**src/rtl/dice_pkg.sv**
```systemverilog
// Shared face constants, FSM state encoding and face helpers for the dice roller.
package dice_pkg;

  localparam int          FACE_MIN  = 1;
  localparam int          FACE_MAX  = 6;
  localparam int          FACE_W    = 3;
  localparam logic [15:0] LFSR_TAPS = 16'hB400;

  typedef enum logic [1:0] {
    IDLE   = 2'd0,
    TUMBLE = 2'd1,
    SETTLE = 2'd2,
    DONE   = 2'd3
  } state_t;

  function automatic logic [FACE_W-1:0] opposite(input logic [FACE_W-1:0] f);
    return 3'd7 - f;
  endfunction

endpackage

```
**src/rtl/dice_face_step.sv**
```systemverilog
// One tumble step for a single die: pick the r-th face that is neither the
// current face nor its opposite; illegal faces recover to 1, held dice stay put.
module dice_face_step
  import dice_pkg::*;
(
  input  logic [FACE_W-1:0] face,
  input  logic [1:0]        r,
  input  logic              hold,
  output logic [FACE_W-1:0] next_face
);

  logic [FACE_W-1:0] opp_s;
  logic [FACE_W-1:0] pick_s;
  logic [FACE_W-1:0] cand_s;
  logic [2:0]        idx_s;

  // Scan faces in ascending order, counting allowed ones until index r is reached
  always_comb begin
    opp_s  = opposite(face);
    pick_s = 3'd1;
    cand_s = 3'd0;
    idx_s  = 3'd0;
    for (int v = FACE_MIN; v <= FACE_MAX; v++) begin
      cand_s = v[FACE_W-1:0];
      if ((cand_s != face) && (cand_s != opp_s)) begin
        if (idx_s == {1'b0, r}) begin
          pick_s = cand_s;
        end else begin
          pick_s = pick_s;
        end
        idx_s = idx_s + 3'd1;
      end else begin
        idx_s = idx_s;
      end
    end
    if (hold) begin
      next_face = face;
    end else if ((face == 3'd0) || (face == 3'd7)) begin
      next_face = 3'd1;
    end else begin
      next_face = pick_s;
    end
  end

endmodule

```
**src/rtl/dice_roller.sv**
```systemverilog
// Multi-die roller: LFSR-driven tumbling while Roll is high, then a geometric
// slow-down of SETTLE_STEPS steps ending in a one-cycle Valid with the face sum.
module dice_roller
  import dice_pkg::*;
#(
  parameter int          NUM_DICE     = 2,
  parameter int          BASE_DIV     = 2,
  parameter int          SETTLE_STEPS = 3,
  parameter logic [15:0] LFSR_SEED    = 16'hACE1
) (
  input  logic                              Clock,
  input  logic                              nReset,
  input  logic                              Roll,
  input  logic [NUM_DICE-1:0]               Hold,
  output logic [3*NUM_DICE-1:0]             DiceValue,
  output logic [$clog2(6*NUM_DICE+1)-1:0]   Sum,
  output logic                              Valid,
  output logic                              Busy
);

  localparam int          SW    = $clog2(6*NUM_DICE+1);
  localparam int          CNT_W = $clog2((BASE_DIV << SETTLE_STEPS) + 1);
  localparam int          K_W   = $clog2(SETTLE_STEPS + 1);
  localparam logic [15:0] SEED  = (LFSR_SEED == 16'h0000) ? 16'hACE1 : LFSR_SEED;

  state_t                  state_r, state_nxt_s;
  logic [15:0]             lfsr_r, lfsr_nxt_s;
  logic [CNT_W-1:0]        cnt_r, cnt_nxt_s, tick_lim_s;
  logic [K_W-1:0]          k_r, k_nxt_s;
  logic [NUM_DICE-1:0]     hold_r, hold_nxt_s;
  logic [3*NUM_DICE-1:0]   face_r, face_nxt_s, stepped_s;
  logic [SW-1:0]           sum_r, sum_nxt_s;
  logic                    valid_r, busy_r;
  logic                    tick_s, step_s;

  assign lfsr_nxt_s = {1'b0, lfsr_r[15:1]} ^ (lfsr_r[0] ? LFSR_TAPS : 16'h0000);
  assign tick_lim_s = (state_r == TUMBLE) ? CNT_W'(BASE_DIV - 1)
                                          : CNT_W'((BASE_DIV << k_r) - 1);
  assign tick_s     = (cnt_r == tick_lim_s);

  for (genvar i = 0; i < NUM_DICE; i++) begin : g_die
    dice_face_step u_step (
      .face      (face_r[3*i +: 3]),
      .r         (lfsr_r[2*i +: 2]),
      .hold      (hold_r[i]),
      .next_face (stepped_s[3*i +: 3])
    );
  end

  // Next-state, tick counter, settle index and hold-latch control
  always_comb begin
    state_nxt_s = state_r;
    cnt_nxt_s   = cnt_r;
    k_nxt_s     = k_r;
    hold_nxt_s  = hold_r;
    step_s      = 1'b0;
    case (state_r)
      IDLE: begin
        if (Roll) begin
          state_nxt_s = TUMBLE;
          cnt_nxt_s   = '0;
          hold_nxt_s  = Hold;
        end else begin
          state_nxt_s = IDLE;
        end
      end
      TUMBLE: begin
        if (tick_s) begin
          step_s    = 1'b1;
          cnt_nxt_s = '0;
          if (!Roll) begin
            state_nxt_s = SETTLE;
            k_nxt_s     = K_W'(1);
          end else begin
            state_nxt_s = TUMBLE;
          end
        end else begin
          cnt_nxt_s = cnt_r + CNT_W'(1);
        end
      end
      SETTLE: begin
        // A new Roll press abandons the slow-down without taking a step
        if (Roll) begin
          state_nxt_s = TUMBLE;
          cnt_nxt_s   = '0;
        end else if (tick_s) begin
          step_s    = 1'b1;
          cnt_nxt_s = '0;
          if (k_r == K_W'(SETTLE_STEPS)) begin
            state_nxt_s = DONE;
          end else begin
            k_nxt_s = k_r + K_W'(1);
          end
        end else begin
          cnt_nxt_s = cnt_r + CNT_W'(1);
        end
      end
      DONE: begin
        if (Roll) begin
          state_nxt_s = TUMBLE;
          cnt_nxt_s   = '0;
          hold_nxt_s  = Hold;
        end else begin
          state_nxt_s = IDLE;
        end
      end
      default: begin
        state_nxt_s = IDLE;
      end
    endcase
  end

  // Face update and running total of the faces about to be registered
  always_comb begin
    if (step_s) begin
      face_nxt_s = stepped_s;
    end else begin
      face_nxt_s = face_r;
    end
    sum_nxt_s = '0;
    for (int i = 0; i < NUM_DICE; i++) begin
      sum_nxt_s = sum_nxt_s + SW'(face_nxt_s[3*i +: 3]);
    end
  end

  // State, LFSR, counters, faces and registered outputs
  always_ff @(posedge Clock or negedge nReset) begin
    if (!nReset) begin
      state_r <= IDLE;
      lfsr_r  <= SEED;
      cnt_r   <= '0;
      k_r     <= '0;
      hold_r  <= '0;
      face_r  <= {NUM_DICE{3'd1}};
      sum_r   <= SW'(NUM_DICE);
      valid_r <= 1'b0;
      busy_r  <= 1'b0;
    end else begin
      state_r <= state_nxt_s;
      lfsr_r  <= lfsr_nxt_s;
      cnt_r   <= cnt_nxt_s;
      k_r     <= k_nxt_s;
      hold_r  <= hold_nxt_s;
      face_r  <= face_nxt_s;
      sum_r   <= (state_nxt_s == DONE) ? sum_nxt_s : sum_r;
      valid_r <= (state_nxt_s == DONE);
      busy_r  <= (state_nxt_s == TUMBLE) || (state_nxt_s == SETTLE);
    end
  end

  assign DiceValue = face_r;
  assign Sum       = sum_r;
  assign Valid     = valid_r;
  assign Busy      = busy_r;

endmodule

```
**config.mk**
```make
export PLATFORM = sky130hd
export DESIGN_NAME = dice_roller
export DESIGN_NICKNAME = d
export VERILOG_FILES = /design/src/rtl/dice_pkg.sv /design/src/rtl/dice_face_step.sv /design/src/rtl/dice_roller.sv
export SDC_FILE = /design/constraint.sdc
export NUM_CORES = 1
export LEC_CHECK = 0
export ABC_CLOCK_PERIOD_IN_PS = 5800
export BUFFER_PORTS_ARGS = -buffer_cell sky130_fd_sc_hd__buf_2
export CORE_AREA = 10 10 80 82
export CTS_CLUSTER_SIZE = 12
export DETAILED_ROUTE_END_ITERATION = 7
export DIE_AREA = 0 0 90 92
export PLACE_DENSITY_LB_ADDON = 0.1
export SLEW_MARGIN = 10
export SYNTH_ARGS = -nofsm -noshare
export SYNTH_HDL_FRONTEND = slang
export SYNTH_SLANG_ARGS = --single-unit
```
**constraint.sdc**
```tcl
create_clock -name Clock -period 5.8 [get_ports Clock]
set_clock_uncertainty 0.15 [all_clocks]
set_input_delay 0.29 -clock Clock [delete_from_list [all_inputs] [get_ports Clock]]
set_output_delay 0.29 -clock Clock [all_outputs]
set_load 0.05 [all_outputs]
```
==> impl_metrics.json <==
{
  "run_status": "finished clean",
  "core_area_um2": 4912,
  "worstSetupStartpointType": "register",
  "synth_sequential_area_ratio": 0.3465,
  "critical_r2r_capture": "Sum[3]",
  "routed-via-count": 2306,
  "power.clock.fraction": 0.123,
  "timing.setup.critical_path_class": "register to register",
  "die-height_um": 92,
  "floorplan.die_area_um2": 8280,
  "syn2layout_area_growth_pct": 6.833,
  "p_switching_uw": 851.6,
  "post-place-cells": 384,
  "cts.sink_count": 39,
  "dpl-instance-area_um2": 2929,
  "synth_async_sr_flop_share": 1.000,
  "startpoint": "DiceValue[0]",
  "critical_path.max_fanout": 16,
  "rsz0062_at_grt": "no",
  "synth-simple-area-share": 0.2238,
  "worst_ir_drop_vdd_mv": 0.4373,
  "worstHoldPathType": "primary input to register",
  "instances_no_fill": 393,
  "critical_path_arrival_ps": 5330,
  "synthDominantAreaCellType": "sky130_fd_sc_hd__dfrtp_1",
  "critical_path.reg2reg.startpoint": "DiceValue[0]",
  "wire_length_of_the_first_global_routing_pass_um": 9604,
  "start_point_of_the_worst_min_delay_path": "Hold[0]",
  "postSynth.topFlopCell": "sky130_fd_sc_hd__dfrtp_1",
  "rows": 26,
  "synth.ff_latch_count": 39,
  "slowest_cp_cell": "sky130_fd_sc_hd__dfstp_2",
  "period_minus_slack_ps": 5314,
  "power.share.combinational": 0.650,
  "cell_types_occupying_the_most_area_after_synthesis": "sky130_fd_sc_hd__dfrtp_1 (25%), sky130_fd_sc_hd__dfstp_2 (10%), sky130_fd_sc_hd__ha_1 (7.0%), sky130_fd_sc_hd__nand2_1 (3.3%), sky130_fd_sc_hd__xor2_1 (3.1%)",
  "timing.critical_path.cells": "buf_4 -> mux2_2 -> ha_1 -> xnor2_1 -> ha_1 -> nand2b_1 -> ha_1 -> or3b_2 -> a21boi_0 -> o31ai_1 -> a22oi_1 -> a31oi_1 -> a211oi_1 -> ha_1 -> a21o_1 -> a21oi_1 -> a21oi_1",
  "critPathRequiredTime_ps": 5820,
  "pre_cts_ws_ps": 471.6,
  "syn_area_per_cell_um2": 8.983,
  "p_leak_nw": 1.312,
  "power_frac_seq": 0.227,
  "main_combinational_cell_family_by_area_after_synthesis": "simple AND/OR/NAND/NOR gates",
  "totalNegativeSetupSlack_ps": 0,
  "diodes": 0,
  "synthMostInstantiatedCell": "sky130_fd_sc_hd__dfrtp_1",
  "cts.reportedPaths.clkPinSlew_ps": 80,
  "dr.first_iter.drc_count": 143,
  "grtUsageTotal": 0.1348,
  "r2r.worst_path.cells": 17,
  "power_density_nw_per_um2": 593.0,
  "post_synth_num_cell_types": 64,
  "totalWireLength_um": 5641,
  "htreeDepth": 2,
  "syn-instance-count": 318,
  "maxCapViolations": 0,
  "drc": 0,
  "drt_pre_antenna_iters": 4,
  "ff2ff_setup_slack_ps": 490,
  "ctsRootBufferMaster": "sky130_fd_sc_hd__clkbuf_8",
  "clk-insertion-delay-late_ps": 290,
  "drive_above_1_share": 0.1734,
  "wire_per_inst_um": 14.35,
  "critPathMaxStageDelay_ps": 690,
  "yosysWarnings": 0,
  "synth.net_count": 340,
  "hold_depth": 2,
  "io_buffers": 16,
  "synth.cell_area_um2": 2856,
  "final.fill_count": 434,
  "synth-edff-count": 0,
  "cell_internal_pwr_uw": 957.9,
  "place_hpwl_um": 4081,
  "postLayoutCellArea_um2": 3052,
  "timing.fmax_mhz": 188.2,
  "switching_share": 0.4706,
  "hold_viol": 0,
  "detail_route.vias_per_cell": 5.868,
  "worst-path-buf-inv": 1,
  "finalWeightedCongestion": 0.8769,
  "post_synthesis_share_of_cell_area_spent_on_full_adders_half_adders_and_majority_gates": 0.07709,
  "synth_top_area_frac": 0.2453,
  "grt_max_degree": 40,
  "die_width_um": 90,
  "cts_buffers": 5,
  "slew-limit-headroom": 0.4647,
  "totalPowerFinal_mw": 1.810,
  "synth.cells.most_frequent": "sky130_fd_sc_hd__dfrtp_1 (28), sky130_fd_sc_hd__nand2_1 (25), sky130_fd_sc_hd__nor2_1 (20)",
  "slew_viol_final": 0,
  "cts_max_path_buffers": 2,
  "report.final.setup_viol": 0,
  "floorplan.io_pins": 17,
  "synth-compound-area-share": 0.1975,
  "final.period_utilization": 0.9162,
  "ant_nets": 0,
  "antenna_found_initial": 0,
  "post-route-worst-setup-slack_ps": 485.8,
  "crit_path_frequent_cell": "sky130_fd_sc_hd__ha_1",
  "post_synth_xor_area_fraction": 0.05519,
  "floorplan.initialDensity": 0.5815,
  "first_global_vias": 2082,
  "critPathCaptureType": "register",
  "grt_remaining_overflow": 0,
  "synthMuxAreaShare": 0.04161,
  "resize_count_post_cts": 0,
  "timing.critical_path.max_delay_family": "compound AO/OA/AOI/OAI gates",
  "holdPathEnd": "hold_r[0]",
  "cts_tree": "done",
  "tightestPinTransition_ps": 803.0,
  "fin_nets": 344
}
[cell type report]
type | instances | area (um^2) | share of cell area
multi-input combinational | 243 | 1700 | 0.5572
inverter | 13 | 48.80 | 0.01599
tap | 70 | 87.58 | 0.02870
clock inverter | 3 | 43.79 | 0.01435
timing repair buffer | 20 | 112.6 | 0.03690
clock buffer | 5 | 68.82 | 0.02255
sequential | 39 | 989.7 | 0.3243
[worst reg2reg max path, cell delays in order, from the launching register on]
cell	delay, ps
sky130_fd_sc_hd__dfstp_2	690
sky130_fd_sc_hd__buf_4	220
sky130_fd_sc_hd__mux2_2	340
sky130_fd_sc_hd__ha_1	410
sky130_fd_sc_hd__xnor2_1	190
sky130_fd_sc_hd__ha_1	430
sky130_fd_sc_hd__nand2b_1	140
sky130_fd_sc_hd__ha_1	310
sky130_fd_sc_hd__or3b_2	470
sky130_fd_sc_hd__a21boi_0	180
sky130_fd_sc_hd__o31ai_1	100
sky130_fd_sc_hd__a22oi_1	290
sky130_fd_sc_hd__a31oi_1	70
sky130_fd_sc_hd__a211oi_1	490
sky130_fd_sc_hd__ha_1	340
sky130_fd_sc_hd__a21o_1	180
sky130_fd_sc_hd__a21oi_1	130
sky130_fd_sc_hd__a21oi_1	70
[through the flow]
step                hold slack [ps]  utilization
floorplan                    -155.6            -
global placement              182.9       0.5963
detailed placement            184.7       0.5963
CTS                           84.10       0.6212
global route                  88.59       0.6212
finish                        92.33       0.6212
[placed cells by master (no fill, tap or decap), drive strengths merged, types with 5 or more instances in the layout]
cell    count
o21ai      17
ha         16
nor4        5
dfstp      11
nor2b      10
xor2       10
nand2b      6
nor3b       6
mux2        7
inv        13
nor3        7
nand2      25
a21oi      14
clkbuf      5
buf        19
nand3      11
nor2       20
xnor2       8
dfrtp      28
[layer usage]
layer | global-route usage | up-vias | routed length [um]
li1 | - | 1167 | -
met1 | 0.1779 | 1101 | 2866
met2 | 0.2173 | 36 | 2574
met3 | 0.02771 | 2 | 166
met4 | 0.04111 | 0 | 34
met5 | 0 | - | 0
[sequential cells by signal, indices dropped and copies added (netlist names)]
name	flops
Busy	1
lfsr_r	16
state_r	2
Sum	4
cnt_r	5
k_r	2
DiceValue	6
Valid	1
hold_r	2
[logic make-up after synthesis]
family | count (synthesis)
AO/OA/AOI/OAI | 80
adder cells (fa/ha/maj) | 17
XOR/XNOR | 18
multiplexers | 11
AND/OR/NAND/NOR | 117
buffers and inverters | 36
flip-flops | 39
[power groups by stage]
stage          Sequential (mW)  Clock (mW)  Combinational, mW
2_1_floorplan            0.475           0              0.920
3_5_place_dp             0.414           0               1.18
3_3_place_gp             0.412           0               1.15
5_1_grt                  0.423       0.241               1.30
6_report                 0.411       0.222               1.18
4_1_cts                  0.410       0.230               1.18
[worst max path at each step]
stage               endpoint  slack (ps)  depth (start not counted)
floorplan             Sum[1]         370                         19
global placement      Sum[1]         640                         15
detailed placement    Sum[1]         470                         15
CTS                   Sum[3]         470                         17
global route          Sum[3]          80                         17
finish                Sum[3]         490                         17
[repair_timing]
| item | 4_1_cts | 5_1_grt |
|---|---|---|
| setup buffers | 0 | 0 |
| endpoints found under the hold margin | 28 | 0 |
| hold buffers | 1 | 0 |
| endpoints found under the setup margin | 0 | 0 |
No activity file was read; power rests on OpenSTA's default activity.
